### src/rtl/seqdet_pkg.sv
// Shared types and helpers for the bit-serial sequence detector path.
package seqdet_pkg;

  localparam int DATA_W_DEF  = 8;
  localparam int PAT_MAX_DEF = 8;
  localparam int CNT_W_DEF   = 16;

  typedef enum logic [1:0] {
    IDLE  = 2'd0,
    WAIT  = 2'd1,
    SHIFT = 2'd2
  } state_e;

  // A zero length would match nothing sensible, so it behaves as a single bit.
  function automatic int unsigned clamp_len(input int unsigned len, input int unsigned pat_max);
    if (len == 0) return 1;
    if (len > pat_max) return pat_max;
    return len;
  endfunction

endpackage

### src/rtl/seqdet_matcher.sv
// Overlapping pattern matcher over a serial bit stream; match is combinational
// on the post-shift history so the caller can register it on the same edge.
module seqdet_matcher
  import seqdet_pkg::*;
#(
  parameter int PAT_MAX = PAT_MAX_DEF
) (
  input  logic                         clk,
  input  logic                         rst,
  input  logic                         clr,
  input  logic                         bit_in,
  input  logic                         valid_in,
  input  logic [PAT_MAX-1:0]           pattern_in,
  input  logic [$clog2(PAT_MAX+1)-1:0] len_in,
  output logic                         match_o
);

  localparam int LEN_W = $clog2(PAT_MAX+1);

  logic [PAT_MAX-1:0] hist_q, hist_d;
  logic [LEN_W-1:0]   seen_q, seen_d;
  logic [PAT_MAX-1:0] len_mask;

  genvar gi;
  generate
    for (gi = 0; gi < PAT_MAX; gi++) begin : g_mask
      assign len_mask[gi] = (len_in > LEN_W'(gi));
    end
  endgenerate

  always_comb begin
    hist_d = hist_q;
    seen_d = seen_q;
    if (clr) begin
      hist_d = '0;
      seen_d = '0;
    end else if (valid_in) begin
      hist_d = (hist_q << 1) | PAT_MAX'(bit_in);
      if (seen_q != LEN_W'(PAT_MAX)) seen_d = seen_q + 1'b1;
    end
  end

  // The seen check stops a stale all-zero history from matching a zero pattern.
  assign match_o = valid_in && !clr
                && (((hist_d ^ pattern_in) & len_mask) == '0)
                && (seen_d >= len_in);

  always_ff @(posedge clk or negedge rst) begin
    if (!rst) begin
      hist_q <= '0;
      seen_q <= '0;
    end else begin
      hist_q <= hist_d;
      seen_q <= seen_d;
    end
  end

endmodule

### src/rtl/seqdet_stream_ctrl.sv
// Word-to-bit serializer with session FSM, hit counter and sticky threshold irq
// around the serial pattern matcher.
module seqdet_stream_ctrl
  import seqdet_pkg::*;
#(
  parameter int DATA_W  = DATA_W_DEF,
  parameter int PAT_MAX = PAT_MAX_DEF,
  parameter int CNT_W   = CNT_W_DEF
) (
  input  logic                         clk,
  input  logic                         rst,
  input  logic [PAT_MAX-1:0]           cfg_pattern,
  input  logic [$clog2(PAT_MAX+1)-1:0] cfg_len,
  input  logic [CNT_W-1:0]             cfg_thresh,
  input  logic                         start,
  input  logic                         stop,
  input  logic                         in_valid,
  input  logic [DATA_W-1:0]            in_data,
  output logic                         in_ready,
  output logic                         busy,
  output logic                         ser_bit,
  output logic                         ser_valid,
  output logic                         hit,
  output logic [CNT_W-1:0]             hit_count,
  output logic                         irq,
  input  logic                         clr_irq
);

  localparam int LEN_W  = $clog2(PAT_MAX+1);
  localparam int BCNT_W = (DATA_W > 1) ? $clog2(DATA_W) : 1;
  localparam logic [BCNT_W-1:0] LAST_BIT = BCNT_W'(DATA_W-1);

  state_e             state_q, state_d;
  logic [DATA_W-1:0]  sreg_q, sreg_d;
  logic [BCNT_W-1:0]  bcnt_q, bcnt_d;
  logic               stop_q, stop_d;
  logic [PAT_MAX-1:0] pat_q, pat_d;
  logic [LEN_W-1:0]   len_q, len_d;
  logic [CNT_W-1:0]   thresh_q, thresh_d;
  logic               in_ready_q, in_ready_d;
  logic               busy_q, busy_d;
  logic               ser_bit_q, ser_bit_d;
  logic               ser_valid_q, ser_valid_d;
  logic               hit_q, hit_d;
  logic [CNT_W-1:0]   cnt_q, cnt_d, cnt_plus;
  logic               irq_q, irq_d;

  logic hs, stop_req, session_clr, match, cnt_inc, irq_set;

  assign hs          = in_valid && in_ready_q;
  assign stop_req    = stop_q || stop;
  assign session_clr = (state_q == IDLE) && start;

  always_comb begin
    state_d  = state_q;
    sreg_d   = sreg_q;
    bcnt_d   = bcnt_q;
    stop_d   = stop_q;
    pat_d    = pat_q;
    len_d    = len_q;
    thresh_d = thresh_q;
    unique case (state_q)
      IDLE: begin
        stop_d = 1'b0;
        if (start) begin
          pat_d    = cfg_pattern;
          len_d    = LEN_W'(clamp_len(32'(cfg_len), PAT_MAX));
          thresh_d = cfg_thresh;
          state_d  = WAIT;
        end
      end
      WAIT: begin
        if (hs) begin
          sreg_d  = in_data;
          bcnt_d  = '0;
          stop_d  = stop_req;
          state_d = SHIFT;
        end else if (stop_req) begin
          stop_d  = 1'b0;
          state_d = IDLE;
        end
      end
      SHIFT: begin
        stop_d = stop_req;
        if (bcnt_q == LAST_BIT) begin
          // An accepted word outranks a pending stop; stop stays latched for it.
          if (hs) begin
            sreg_d = in_data;
            bcnt_d = '0;
          end else if (stop_req) begin
            stop_d  = 1'b0;
            state_d = IDLE;
          end else begin
            state_d = WAIT;
          end
        end else begin
          sreg_d = sreg_q << 1;
          bcnt_d = bcnt_q + 1'b1;
        end
      end
      default: state_d = IDLE;
    endcase
  end

  assign in_ready_d  = (state_d == WAIT) || ((state_d == SHIFT) && (bcnt_d == LAST_BIT));
  assign busy_d      = (state_d != IDLE);
  assign ser_valid_d = (state_d == SHIFT);
  assign ser_bit_d   = (state_d == SHIFT) && sreg_d[DATA_W-1];

  seqdet_matcher #(
    .PAT_MAX (PAT_MAX)
  ) u_matcher (
    .clk        (clk),
    .rst        (rst),
    .clr        (session_clr),
    .bit_in     (ser_bit_q),
    .valid_in   (ser_valid_q),
    .pattern_in (pat_q),
    .len_in     (len_q),
    .match_o    (match)
  );

  assign cnt_plus = cnt_q + 1'b1;
  assign cnt_inc  = match && (cnt_q != '1);
  assign irq_set  = cnt_inc && (cnt_plus == thresh_q) && (thresh_q != '0);

  always_comb begin
    hit_d = match;
    cnt_d = cnt_q;
    irq_d = irq_q;
    if (session_clr) begin
      cnt_d = '0;
      irq_d = 1'b0;
    end else begin
      if (cnt_inc) cnt_d = cnt_plus;
      if (irq_set)      irq_d = 1'b1;
      else if (clr_irq) irq_d = 1'b0;
    end
  end

  always_ff @(posedge clk or negedge rst) begin
    if (!rst) begin
      state_q     <= IDLE;
      sreg_q      <= '0;
      bcnt_q      <= '0;
      stop_q      <= 1'b0;
      pat_q       <= '0;
      len_q       <= LEN_W'(1);
      thresh_q    <= '0;
      in_ready_q  <= 1'b0;
      busy_q      <= 1'b0;
      ser_bit_q   <= 1'b0;
      ser_valid_q <= 1'b0;
      hit_q       <= 1'b0;
      cnt_q       <= '0;
      irq_q       <= 1'b0;
    end else begin
      state_q     <= state_d;
      sreg_q      <= sreg_d;
      bcnt_q      <= bcnt_d;
      stop_q      <= stop_d;
      pat_q       <= pat_d;
      len_q       <= len_d;
      thresh_q    <= thresh_d;
      in_ready_q  <= in_ready_d;
      busy_q      <= busy_d;
      ser_bit_q   <= ser_bit_d;
      ser_valid_q <= ser_valid_d;
      hit_q       <= hit_d;
      cnt_q       <= cnt_d;
      irq_q       <= irq_d;
    end
  end

  assign in_ready  = in_ready_q;
  assign busy      = busy_q;
  assign ser_bit   = ser_bit_q;
  assign ser_valid = ser_valid_q;
  assign hit       = hit_q;
  assign hit_count = cnt_q;
  assign irq       = irq_q;

endmodule

### config.mk
export PLATFORM = sky130hd
export DESIGN_NAME = seqdet_stream_ctrl
export DESIGN_NICKNAME = d
export VERILOG_FILES = /design/src/rtl/seqdet_pkg.sv /design/src/rtl/seqdet_matcher.sv /design/src/rtl/seqdet_stream_ctrl.sv
export SDC_FILE = /design/constraint.sdc
export NUM_CORES = 1
export LEC_CHECK = 0
export ABC_AREA = 1
export BUFFER_PORTS_ARGS = -buffer_cell sky130_fd_sc_hd__buf_4
export CAP_MARGIN = 10
export CORE_ASPECT_RATIO = 0.6
export CORE_MARGIN = 5
export CORE_UTILIZATION = 57
export CTS_CLUSTER_DIAMETER = 30
export DETAILED_ROUTE_END_ITERATION = 16
export PLACE_DENSITY = 0.8
export SLEW_MARGIN = 20
export SYNTH_ARGS = -nofsm -noshare
export SYNTH_HDL_FRONTEND = slang
export SYNTH_SLANG_ARGS = --single-unit
### constraint.sdc
create_clock -name clk -period 3.7 [get_ports clk]
set_input_delay 0.74 -clock clk [delete_from_list [all_inputs] [get_ports clk]]
set_output_delay 0.74 -clock clk [all_outputs]
set_load 0.005 [all_outputs]
==> results.cfg <==
[outcome]
status = finished clean

[power_and_ir_drop]
p_int_mw = 2.202
power_switching_share_pct = 39.54
power_frac_comb_pct = 38.3
power.switching_mw = 1.440
p_leak_nw = 2.780
peakVddDrop_mv = 0.4620
clkPwrFrac_pct = 25.8
cellPowerDensity_nw_per_um2 = 694.9
pwr-share-seq_pct = 35.9

[timing]
finalSetupViolCount = 0
slew_headroom_pct = 45.98
fmax_mhz = 339.7
rsz0062_at_grt = no
tightest_slew_ps = 804.1
clock_skew_ps = 5.691
slew_viol_final = 0
finalSetupTns_ps = 0
fin_crit_ps = 2944
finalCritPeriodShare_pct = 79.56
hold_viol = 0

[synth]
synth_area_um2 = 4353
synthesis.nets = 638
ys_seq_elements = 76
synth_area_per_cell_um2 = 7.479
ys_warn_count = 0
yosysSeqAreaShare_pct = 43.72
synthTopCellsByCount = nand2_1 (186), inv_1 (87), dfrtp_1 (75), nand3_1 (61), nor2_1 (41)
yosysTopAreaCell = dfrtp_1
yosysMostFrequentCell = nand2_1
synthFlopType = dfrtp_1
ys_async_sr_fraction_pct = 100.0
synthDistinctLibCells = 37
yosys-top-cells-area = dfrtp_1 (43%), nand2_1 (16%), inv_1 (7.5%), nand3_1 (7.0%), ha_1 (4.0%)
synth_top_area_share_pct = 43.12
synthCells = 582
synth-edff-count = 0

[routing]
met2_length_um = 4846
drt-vias-per-instance = 5.471
drcViolationCount = 0
wl_per_cell_um = 15.09
antenna_left = 0
via_count = 4136
drt_iter0_drc = 459
firstDrtPassIters = 6
postRouteWirelength_um = 11410
met1Wirelength_um = 5287
routed.top_layer = met4
dr_wl_met3_um = 1109

[worst_setup_path]
critPathArrivalTime_ps = 3170
start_kind = flop
path_class = flop to flop
critPathMaxFanout = 25
crit_path_frequent_cell = inv_1
path_cells = inv_1, ha_1, nand2_4, inv_1, nor3_1, ha_1, nand2_1, inv_1, nand3_1, nand3_1, nand2_1, inv_1, nand4_1, nor2_1, nand2_2, nand3_1, nand2_1
critPathMaxStageDelay_ps = 440
cp.required_ps = 3930
rr_worst_depth = 17
crit_path_top_delay_cell = dfrtp_1
end_kind = flop

[global_route]
grt_pass1_vias = 3901
gr-usage-all-layers_pct = 25.09
antenna_found_initial = 0
overflow = 0
grt_first_pass_wirelength_um = 18880
grt_max_degree = 77

[cells_and_area]
diodes = 0
postLayoutCoreUtil_pct = 71.24
fillers = 573
drive_above_1_share_pct = 14.72
syn_to_final_growth_pct = 20.41
nNetsFinal = 703

[place]
globalplace.congestion = 0.9477
place.detailed.hpwl_um = 8173
portBuffers = 63

[clock_network]
clockBufferDepth = 2
post_cts_buffers = 0
cts-root-buf = clkbuf_16
clock-sinks = 76
cts_resized = 0
cts_buffers = 9
htree_levels = 3
cts_tree = done
cts_hold_buf = 0
clk_pin_slew_ps = 60
clock_latency_ps = 340

[floorplanning]
fp.dieH_um = 77.69
core_um2 = 7357
num_rows = 24
dieArea_um2 = 9542
fp.dieW_um = 122.8
ios = 64
start_util_pct = 59.17

[min_path]
hp-class = input pin to asynchronous set/reset pin

[job]
cap_violations = 0
-- stage by stage --
step                      setup slack (ps)  hold WS, ps  total power [mW]  area, um^2  instances
after global placement               949.7        481.0             2.598        4896        739
after CTS                            788.6        499.7             3.619        5214        755
after global routing                 452.9        370.5             3.895        5241        756
final                                756.2        338.7             3.642        5241        756
after floorplan                      727.8        444.4             2.278        4353        582
after detailed placement             790.7        487.5             2.654        4896        739
-- area by class of cell --
cell class                 count  area [um^2]  area share (%)
multi-input combinational    405         2037           38.86
sequential                    76         1903           36.31
timing repair buffer          67        523.0           9.979
inverter                      88        330.3           6.302
clock buffer                  11        242.7           4.631
tap                          104        130.1           2.483
clock inverter                 5        75.07           1.432
-- layout by cell type, fill, tap and decap left out, types with 5 or more instances in the layout --
cell type and instances:
nand2_1 186, a21oi_1 10, ha_1 14, xor2_1 6, o221ai_1 5, inv_1 87
nand3_2 5, nand3_1 61, clkbuf_16 9, nor2_1 41, o21ai_0 31, buf_4 66
nand4_1 13, dfrtp_1 75, nand3b_1 5, nor3_1 5
-- worst max-delay path: cells and delay by family, from the launching register on --
family	cells	cell delay [ps]
simple gates	11	1610
buf+inv	4	350
fa+ha+maj	2	430
flops	1	440
-- metal layers --
layer,track usage (%),vias to the layer above
met3,6.032,26
met2,35.86,217
li1,-,1988
met5,0,-
met4,6.369,0
met1,38.26,1905
-- flip-flops by register name, summed over array words and instances (netlist names), 2 cells and up --
register          cells
hit_count            16
sreg_q                8
bcnt_q                3
thresh_q             16
pat_q                 8
state_q               2
u_matcher.seen_q      4
len_q                 4
u_matcher.hist_q      8
-- worst paths after layout --
check                                     start                  endpoint  slack (ps)
min in group clk             stop_q$_DFFE_PN0P_        stop_q$_DFFE_PN0P_         500
max in group asynchronous                   rst      len_q[0]$_DFFE_PN1P_        2730
setup / recovery           state_q[0]$_DFF_PN0_  hit_count[7]$_DFFE_PN0P_         760
hold reg to reg              stop_q$_DFFE_PN0P_        stop_q$_DFFE_PN0P_         500
setup reg to reg           state_q[0]$_DFF_PN0_  hit_count[7]$_DFFE_PN0P_         760
hold / removal                              rst     sreg_q[4]$_DFFE_PN0N_         340
-- power by group through the flow --
stage / clock network [mW] / logic (mW) / registers, mW
floorplan: 0 / 1.03 / 1.25
global placement: 0 / 1.30 / 1.30
detailed placement: 0 / 1.34 / 1.31
CTS: 0.952 / 1.37 / 1.30
global route: 0.989 / 1.57 / 1.34
finish: 0.939 / 1.39 / 1.31
-- logic make-up after synthesis --
| kind of cell | count (synthesis) | synth area share (%) |
|---|---|---|
| XOR/XNOR | 10 | 2.644 |
| buffers and inverters | 101 | 9.485 |
| adder cells (fa/ha/maj) | 14 | 4.024 |
| flip-flops | 76 | 43.72 |
| AO/OA/AOI/OAI | 57 | 7.589 |
| AND/OR/NAND/NOR | 324 | 32.54 |
(Power assumes the default switching activity.)
